File: src/rtl/goose_motion_ctrl_pkg.sv
// goose_pkg: state codes, screen geometry and timing constants for the goose motion controller
package goose_pkg;
  typedef logic [1:0] state_t;
  localparam state_t WALK_R = 2'd0;
  localparam state_t WALK_L = 2'd1;
  localparam state_t TURN   = 2'd2;
  localparam state_t HONK   = 2'd3;
  localparam int SCREEN_W = 640;
  localparam int SPRITE_W = 32;
  localparam int X_MAX = SCREEN_W - SPRITE_W;
  localparam int X_MIN = 0;
  localparam int START_X = 100;
  localparam int START_Y = 80;
  localparam int STEP = 2;
  localparam int FRAMES_PER_ANIM = 8;
  localparam int TURN_FRAMES = 16;
  localparam int HONK_FRAMES = 30;
  localparam int CNT_W = 5;
  localparam int ANIM_W = $clog2(FRAMES_PER_ANIM);
  localparam logic [1:0] HONK_POSE = 2'd3;
endpackage

File: src/rtl/goose_frame_timer.sv
// goose_frame_timer: loadable frame down-counter shared by the TURN and HONK episodes
module goose_frame_timer
  import goose_pkg::*;
(
  input  logic             clk,
  input  logic             rst,
  input  logic             load,
  input  logic             en,
  input  logic [CNT_W-1:0] load_val,
  output logic             zero
);
  logic [CNT_W-1:0] cnt;
  always_ff @(posedge clk)
    if (rst) cnt <= '0;
    else if (load) cnt <= load_val;
    else if (en && cnt != '0) cnt <= cnt - CNT_W'(1);
  assign zero = cnt == '0;
endmodule

File: src/rtl/goose_motion_ctrl.sv
// goose_motion_ctrl: frame-synchronous walk/turn/honk controller; GOOSE_BOB_EN adds a walk bob on goose_y
module goose_motion_ctrl
  import goose_pkg::*;
(
  input  logic       clk,
  input  logic       rst,
  input  logic       frame_start,
  input  logic       pause,
  input  logic       honk_req,
  output logic [9:0] goose_x,
  output logic [9:0] goose_y,
  output logic [1:0] anim_frame,
  output logic       facing_left,
  output logic       honk_active
);
  state_t state;
  logic honk_pending, pend, active, walk, to_turn, to_honk, t_zero;
  logic [ANIM_W-1:0] div;
  logic [10:0] x_up;
  assign active = frame_start && !pause;
  assign walk = state == WALK_R || state == WALK_L;
  // a request in the same cycle as the frame pulse already counts for that frame
  assign pend = honk_pending || honk_req;
  assign x_up = {1'b0, goose_x} + 11'(STEP);
  assign to_honk = walk && pend;
  assign to_turn = !pend && (state == WALK_R ? x_up >= 11'(X_MAX)
                                             : state == WALK_L && {1'b0, goose_x} <= 11'(X_MIN + STEP));
  goose_frame_timer u_timer (
    .clk     (clk),
    .rst     (rst),
    .load    (active && (to_honk || to_turn)),
    .en      (active && !walk),
    .load_val(to_honk ? CNT_W'(HONK_FRAMES - 1) : CNT_W'(TURN_FRAMES - 1)),
    .zero    (t_zero)
  );
  always_ff @(posedge clk)
    if (rst) begin
      state        <= WALK_R;
      goose_x      <= 10'(START_X);
      anim_frame   <= 2'd0;
      facing_left  <= 1'b0;
      honk_active  <= 1'b0;
      honk_pending <= 1'b0;
      div          <= '0;
    end else begin
      if (honk_req && state != HONK) honk_pending <= 1'b1;
      if (active) begin
        if (to_honk) begin
          state        <= HONK;
          honk_pending <= 1'b0;
          anim_frame   <= HONK_POSE;
          honk_active  <= 1'b1;
        end else if (to_turn) begin
          state      <= TURN;
          goose_x    <= state == WALK_R ? 10'(X_MAX) : 10'(X_MIN);
          anim_frame <= 2'd0;
        end else if (walk) begin
          goose_x <= state == WALK_R ? x_up[9:0] : goose_x - 10'(STEP);
          div     <= div == ANIM_W'(FRAMES_PER_ANIM - 1) ? '0 : div + ANIM_W'(1);
          if (div == ANIM_W'(FRAMES_PER_ANIM - 1)) anim_frame <= anim_frame == 2'd2 ? 2'd0 : anim_frame + 2'd1;
        end else if (t_zero) begin
          honk_active <= 1'b0;
          anim_frame  <= 2'd0;
          div         <= '0;
          if (state == TURN) facing_left <= !facing_left;
          state <= (state == TURN) != facing_left ? WALK_L : WALK_R;
        end
      end
    end
`ifdef GOOSE_BOB_EN
  assign goose_y = walk && anim_frame == 2'd1 ? 10'(START_Y - 2) : 10'(START_Y);
`else
  assign goose_y = 10'(START_Y);
`endif
endmodule

File: config.mk
export PLATFORM = sky130hd
export DESIGN_NAME = goose_motion_ctrl
export DESIGN_NICKNAME = d
export VERILOG_FILES = /design/src/rtl/goose_motion_ctrl_pkg.sv /design/src/rtl/goose_frame_timer.sv /design/src/rtl/goose_motion_ctrl.sv
export SDC_FILE = /design/constraint.sdc
export NUM_CORES = 1
export LEC_CHECK = 0
export ABC_AREA = 1
export CAP_MARGIN = 10
export CORE_UTILIZATION = 53
export CTS_CLUSTER_DIAMETER = 120
export DETAILED_ROUTE_END_ITERATION = 10
export PLACE_DENSITY = 0.89
export SYNTH_ARGS = -nofsm -noshare
export SYNTH_HDL_FRONTEND = slang
export SYNTH_HIERARCHICAL = 1
export SYNTH_SLANG_ARGS = --single-unit
File: constraint.sdc
create_clock -name clk -period 2.75 [get_ports clk]
set_input_delay 0.275 -clock clk [delete_from_list [all_inputs] [get_ports clk]]
set_output_delay 0.275 -clock clk [all_outputs]
set_load 0.02 [all_outputs]
==> results.py, run 1 <==
metrics = {
    "synth": {
        "synth_top_area_share_pct": 27.04,
        "synth_common_cells": "nand2_1, nor2_1, inv_1",
        "ys.flop_type": "dfxtp_1",
        "syn_avg_cell_area_um2": 6.300,
        "synth_top_area_cell": "dfxtp_1",
        "synth_cells": 282,
        "ys_seq_elements": 24,
        "yosysMostFrequentCell": "nand2_1",
        "synth_area_leaders": "dfxtp_1, nand2_1, nor2_1",
        "ys_seq_area_share_pct": 27.04,
        "synthDistinctLibCells": 29,
        "synth-async-reset-ratio_pct": 0,
        "yosys_warnings": 6,
        "synth_area_mm2": 0.001777,
        "synth_edf_count": 0,
    },
    "floorplan": {
        "die-area_mm2": 0.003588,
        "start_util_pct": 56.80,
        "ios": 29,
        "die_h_um": 59.90,
        "num_rows": 20,
        "design.core.area_mm2": 0.003128,
        "die_x_um": 59.90,
    },
    "power_and_ir_drop": {
        "ir_worst_vdd_mv": 0.3320,
        "p_leak_nw": 0.9365,
        "cellPowerDensity_mw_per_mm2": 414.9,
    },
    "grt": {
        "grt-ovfl-total": 0,
        "first_global_vias": 1585,
        "grt_max_degree": 14,
        "grt_pass1_wl_um": 6686,
        "track_usage_pct": 24.15,
        "antenna_found_initial": 0,
    },
    "finish": {
        "antennaDiodeCount": 0,
        "num-nets-final": 312,
        "area_growth_pct": 11.20,
        "drive_gt1_share_pct": 7.667,
    },
    "placement": {
        "dpl.hpwl_um": 2907,
        "gp_congestion": 0.8546,
        "pre_cts_ws_ns": 0.5227,
        "port_buffers": 17,
    },
    "worst_setup_path": {
        "endpoint": "u_timer/cnt[4]$_SDFFE_PP0P_",
        "r2r_end": "u_timer/cnt[4]$_SDFFE_PP0P_",
        "worstPathRequired_ns": 3.00,
        "worstSetupEndpointType": "flip-flop",
        "worstSetupPathType": "reg -> reg",
        "rr_worst_depth": 14,
        "r2r_setup_slack_ns": 0.45,
        "crit_fanout": 12,
        "worstPathArrival_ns": 2.54,
        "crit_start": "goose_x[2]$_SDFFE_PP1P_",
        "critPathLaunchType": "flip-flop",
        "r2r-start": "goose_x[2]$_SDFFE_PP1P_",
    },
    "routing": {
        "wl_per_cell_um": 11.25,
        "dr.pass1.iters": 4,
        "num_vias": 1787,
        "vias_per_cell": 5.195,
        "drt_iter0_markers": 93,
        "antenna_left": 0,
        "drc_errors": 0,
        "wl_um": 3871,
    },
    "clocking": {
        "path_clk_slew_ns": 0.15,
        "clockRootBuffer": "clkbuf_4",
        "cts_tree": "built",
        "clock-sinks": 24,
        "ctsHoldBuffers": 0,
        "cts_htree_levels": 1,
        "cts_buffers": 3,
        "ctsResizeCount": 0,
        "clkLatencyLatePin_ns": 0.33,
        "post-cts-setup-buffers": 0,
        "cts_buffer_depth": 2,
    },
    "sta": {
        "hold_viol": 0,
        "setup-violations-final": 0,
        "period_minus_slack_ns": 2.298,
        "rsz0062_at_grt": "false",
        "tns_ns": 0,
        "holdWs_ns": 0.4831,
        "fmax_ghz": 0.4351,
        "maxSlewViolCount": 0,
        "post-route-period-util_pct": 83.57,
        "finalClockSkew_ns": 0.003849,
        "postLayoutSetupSlackWorst_ns": 0.4519,
    },
    "outcome": {
        "status": "finished, final reports clean",
    },
    "job": {
        "max_cap_viol_count": 0,
    },
    "hold_path": {
        "hold_class": "reg -> reg",
        "hp-start": "div[1]$_SDFFE_PP0P_",
    },
}
-- sequential cells by signal, indices dropped and copies added (netlist names) --
signal        cells
anim_frame        2
facing_left       1
state             2
u_timer/cnt       5
honk_pending      1
div               3
goose_x           9
honk_active       1
-- stage by stage --
step                      utilization [%]  instance area [µm²]   power, W  cells
final                               63.16                 1976  0.0008198    344
after global routing                63.16                 1976  0.0008636    344
after CTS                           63.16                 1976  0.0008187    344
after detailed placement            62.00                 1939  0.0006234    340
after global placement              62.00                 1939  0.0006187    340
after floorplan                         -                 1822  0.0005792    294
-- critical path: stages, from the launching register on --
cell and delay [ns]:
dfxtp_1 0.49, ha_1 0.26, nand3_1 0.13, nor2_1 0.17, nand2_1 0.08, nand2_1 0.10
nand3_1 0.09, nand2_1 0.08, nand2_2 0.07, nand3_1 0.16, nand2_1 0.13, inv_2 0.18
nand3_1 0.12, nor2_1 0.11, nor2_1 0.05
-- report_power, final --
| group | switching (W) | leakage, nW | internal, W | total [W] |
|---|---|---|---|---|
| logic | 0.000150 | 0.720 | 0.0000814 | 0.000231 |
| registers | 0.0000218 | 0.196 | 0.000367 | 0.000389 |
| clock network | 0.000118 | 0.0210 | 0.0000811 | 0.000200 |
| total | 0.000290 | 0.936 | 0.000530 | 0.000820 |
-- cell usage in the layout (no fill, tap or decap), types with 4 or more instances in the layout --
cell and count:
dfxtp_1 24, a21oi_1 17, nand4_1 9, nor3_1 6
clkdlybuf4s50_1 17, o21ai_0 13, conb_1 14, nand3_1 22
nor2_1 38, xor2_1 5, nor2_2 4, ha_1 6
nand2_1 62, inv_1 35
-- cell type report --
cell class / count / area [µm²]
multi-input combinational: 215 / 1076
fill: 287 / 1152
inverter: 38 / 142.6
timing repair buffer: 19 / 185.2
tap: 44 / 55.05
sequential: 24 / 480.5
clock buffer: 4 / 36.28
-- cells by family after synthesis --
kind of cell    after synthesis  synth area share (%)
flops                        24                 27.04
fa+ha+maj                     6                 4.225
simple gates                151                 38.73
xor+xnor                      5                 2.465
compound gates               39                 12.18
buf+inv                      55                 14.93
other cells                   2                0.4227
-- metal layers --
layer / GRT usage, % / part of all wire (%) / wire length (µm) / vias to the layer above
met5: 0 / 0 / 0 / -
met4: 8.970 / 1.2 / 48 / 0
met3: 2.165 / 5.9 / 227 / 7
met2: 40.16 / 46 / 1795 / 69
met1: 32.32 / 46 / 1799 / 796
li1: - / - / - / 915
-- worst min path at each step --
stage / endpoint / slack (ns) / cells past startpoint
floorplan: u_timer/cnt[1]$_SDFFE_PP0P_ / 0.42 / 3
global placement: honk_active$_SDFFE_PP0P_ / 0.45 / 2
detailed placement: div[1]$_SDFFE_PP0P_ / 0.47 / 2
CTS: div[1]$_SDFFE_PP0P_ / 0.49 / 2
global route: div[2]$_SDFFE_PP0P_ / 0.50 / 2
finish: div[1]$_SDFFE_PP0P_ / 0.48 / 2
Power figures use the tool's default switching activity.
==> run 2: changes to the inputs <==
==> constraint.sdc (replaced) <==
create_clock -name clk -period 2.2 [get_ports clk]
set_input_delay 0.22 -clock clk [delete_from_list [all_inputs] [get_ports clk]]
set_output_delay 0.22 -clock clk [all_outputs]
set_load 0.02 [all_outputs]
==> run 2 against run 1 <==
Critical path depth fell by 1. Cell count rose by 0.87%. Via count fell by 0.28%. Combinational power rose by 29%. Sequential power rose by 24%. Die area did not move. Global-route usage fell by 0.83 points. Clock skew fell by 0.0014 ns. Non-clock buffer count rose by 4. Setup slack got worse by 0.24 ns. Power rose by 19%. Sequential share of layout area fell by 0.18 points. Critical path type unchanged. Highest routed layer unchanged.
==> results.py, run 2 (synthesis results as in run 1) <==
metrics = {
    "routing": {
        "wl_um": 3853,
        "antenna_left": 0,
        "wl_per_cell_um": 11.10,
        "dr.pass1.iters": 4,
        "drt_iter0_markers": 91,
        "num_vias": 1782,
        "drc_errors": 0,
        "vias_per_cell": 5.135,
    },
    "finish": {
        "final_cell_mix": "nand2_1, nor2_1, inv_1",
        "top_register": "goose_x",
        "largest_reg_flops": 9,
        "final_common_cell": "nand2_1",
        "drive_gt1_share_pct": 9.241,
        "fill_cells": 299,
        "largest_registers": "goose_x (9), u_timer/cnt (5), div (3)",
        "area_growth_pct": 12.89,
        "num-nets-final": 316,
        "antennaDiodeCount": 0,
    },
    "worst_setup_path": {
        "worstSetupEndpointType": "flip-flop",
        "cp_top_family": "simple AND/OR/NAND/NOR gates",
        "max_stage_delay_ns": 0.40,
        "worstPathRequired_ns": 2.43,
        "worstPathArrival_ns": 2.22,
        "cp_slowest_cell": "dfxtp_4",
        "crit_chain": "ha_1, nand3_1, nor2_1, nand2_1, xor2_1, nand2_1, nand2_2, nand3_1, nand2_2, inv_4, nand3_1, nor2_1, nor2_1",
        "crit_fanout": 12,
        "rr_worst_depth": 13,
        "critPathBufInv": 1,
        "critPathLaunchType": "flip-flop",
        "worstSetupPathType": "reg -> reg",
        "cp_num_cells": 13,
    },
    "clocking": {
        "clockRootBuffer": "clkbuf_4",
        "cts_tree": "built",
        "post-cts-setup-buffers": 0,
        "cts_buffers": 3,
        "clkLatencyLatePin_ns": 0.32,
        "ctsHoldBuffers": 0,
        "clock-sinks": 24,
        "ctsResizeCount": 0,
        "cts_htree_levels": 1,
        "path_clk_slew_ns": 0.12,
        "cts_buffer_depth": 2,
    },
    "grt": {
        "grt_max_degree": 13,
        "track_usage_pct": 23.32,
        "grt-ovfl-total": 0,
        "grt_pass1_wl_um": 6354,
        "first_global_vias": 1518,
        "antenna_found_initial": 0,
    },
    "power_and_ir_drop": {
        "total_power_w": 0.0009729,
        "p_leak_nw": 0.9575,
        "ir_worst_vdd_mv": 0.3870,
        "cellPowerDensity_mw_per_mm2": 485.1,
    },
    "sta": {
        "post-route-period-util_pct": 90.43,
        "finalClockSkew_ns": 0.002493,
        "rsz0062_at_grt": "false",
        "hold_viol": 0,
        "setup-violations-final": 0,
        "period_minus_slack_ns": 1.989,
        "holdWs_ns": 0.4789,
        "tns_ns": 0,
        "fmax_ghz": 0.5026,
        "maxSlewViolCount": 0,
    },
    "job": {
        "max_cap_viol_count": 0,
    },
    "floorplan": {
        "die_h_um": 59.90,
        "die-area_mm2": 0.003588,
        "die_x_um": 59.90,
        "design.core.area_mm2": 0.003128,
        "num_rows": 20,
        "ios": 29,
        "start_util_pct": 56.80,
    },
    "outcome": {
        "status": "finished, final reports clean",
    },
    "hold_path": {
        "hold_path_depth": 2,
        "hold_class": "reg -> reg",
    },
    "placement": {
        "gp_congestion": 0.9452,
        "port_buffers": 17,
        "dpl.hpwl_um": 2937,
    },
}
[run 2: changes by cell type in the layout (fill, tap and decap cells not counted)]
cell / before / now
buf_4: 2 / 6
clkbuf_8: 1 / 0
dfxtp_1: 24 / 23
dfxtp_4: 0 / 1
inv_2: 3 / 2
inv_4: 0 / 1
nand2_1: 62 / 61
nand2_4: 3 / 4
[run 2: final cells by class]
class                           count  area, µm²  area share, %
Clock buffer                        3      22.52          1.123
Inverter                           38      145.1          7.236
Multi-Input combinational cell    215       1084          54.02
Sequential cell                    24      484.2          24.14
Tap cell                           44      55.05          2.745
Timing Repair Buffer               23      215.2          10.73
[run 2: power by group]
| group | internal [W] | total, W | switching [W] |
|---|---|---|---|
| logic | 0.000107 | 0.000297 | 0.000191 |
| clock network | 0.0000643 | 0.000192 | 0.000127 |
| registers | 0.000458 | 0.000484 | 0.0000260 |
[run 2: final timing paths]
check	from	to	slack (ns)
setup / recovery	goose_x[1]$_SDFFE_PP0P_	u_timer/cnt[4]$_SDFFE_PP0P_	0.21
hold reg to reg	honk_active$_SDFFE_PP0P_	honk_active$_SDFFE_PP0P_	0.48
setup reg to reg	goose_x[1]$_SDFFE_PP0P_	u_timer/cnt[4]$_SDFFE_PP0P_	0.21
hold / removal	honk_active$_SDFFE_PP0P_	honk_active$_SDFFE_PP0P_	0.48
[run 2: metrics by stage]
step	utilization, %	cells	cell area [µm²]	setup slack [ns]
final	64.12	347	2006	0.2105
after global placement	62.96	344	1969	0.2174
after detailed placement	62.96	344	1969	0.09741
after CTS	63.68	347	1992	0.07363
after floorplan	-	294	1822	0.02528
after global routing	64.12	347	2006	0.03222
[run 2: worst min-delay path: stages, from the launching register on]
cell and delay [ns]:
dfxtp_1 0.33, nand2_1 0.06, a21oi_1 0.05
[run 2: metal layers]
metal / vias up / wire length, µm / GRT usage (%)
li1: 926 / - / -
met1: 810 / 1813 / 31.25
met2: 42 / 1854 / 38.10
met4: 0 / 25 / 5.648
met5: - / 0 / 0
met3: 4 / 160 / 4.978
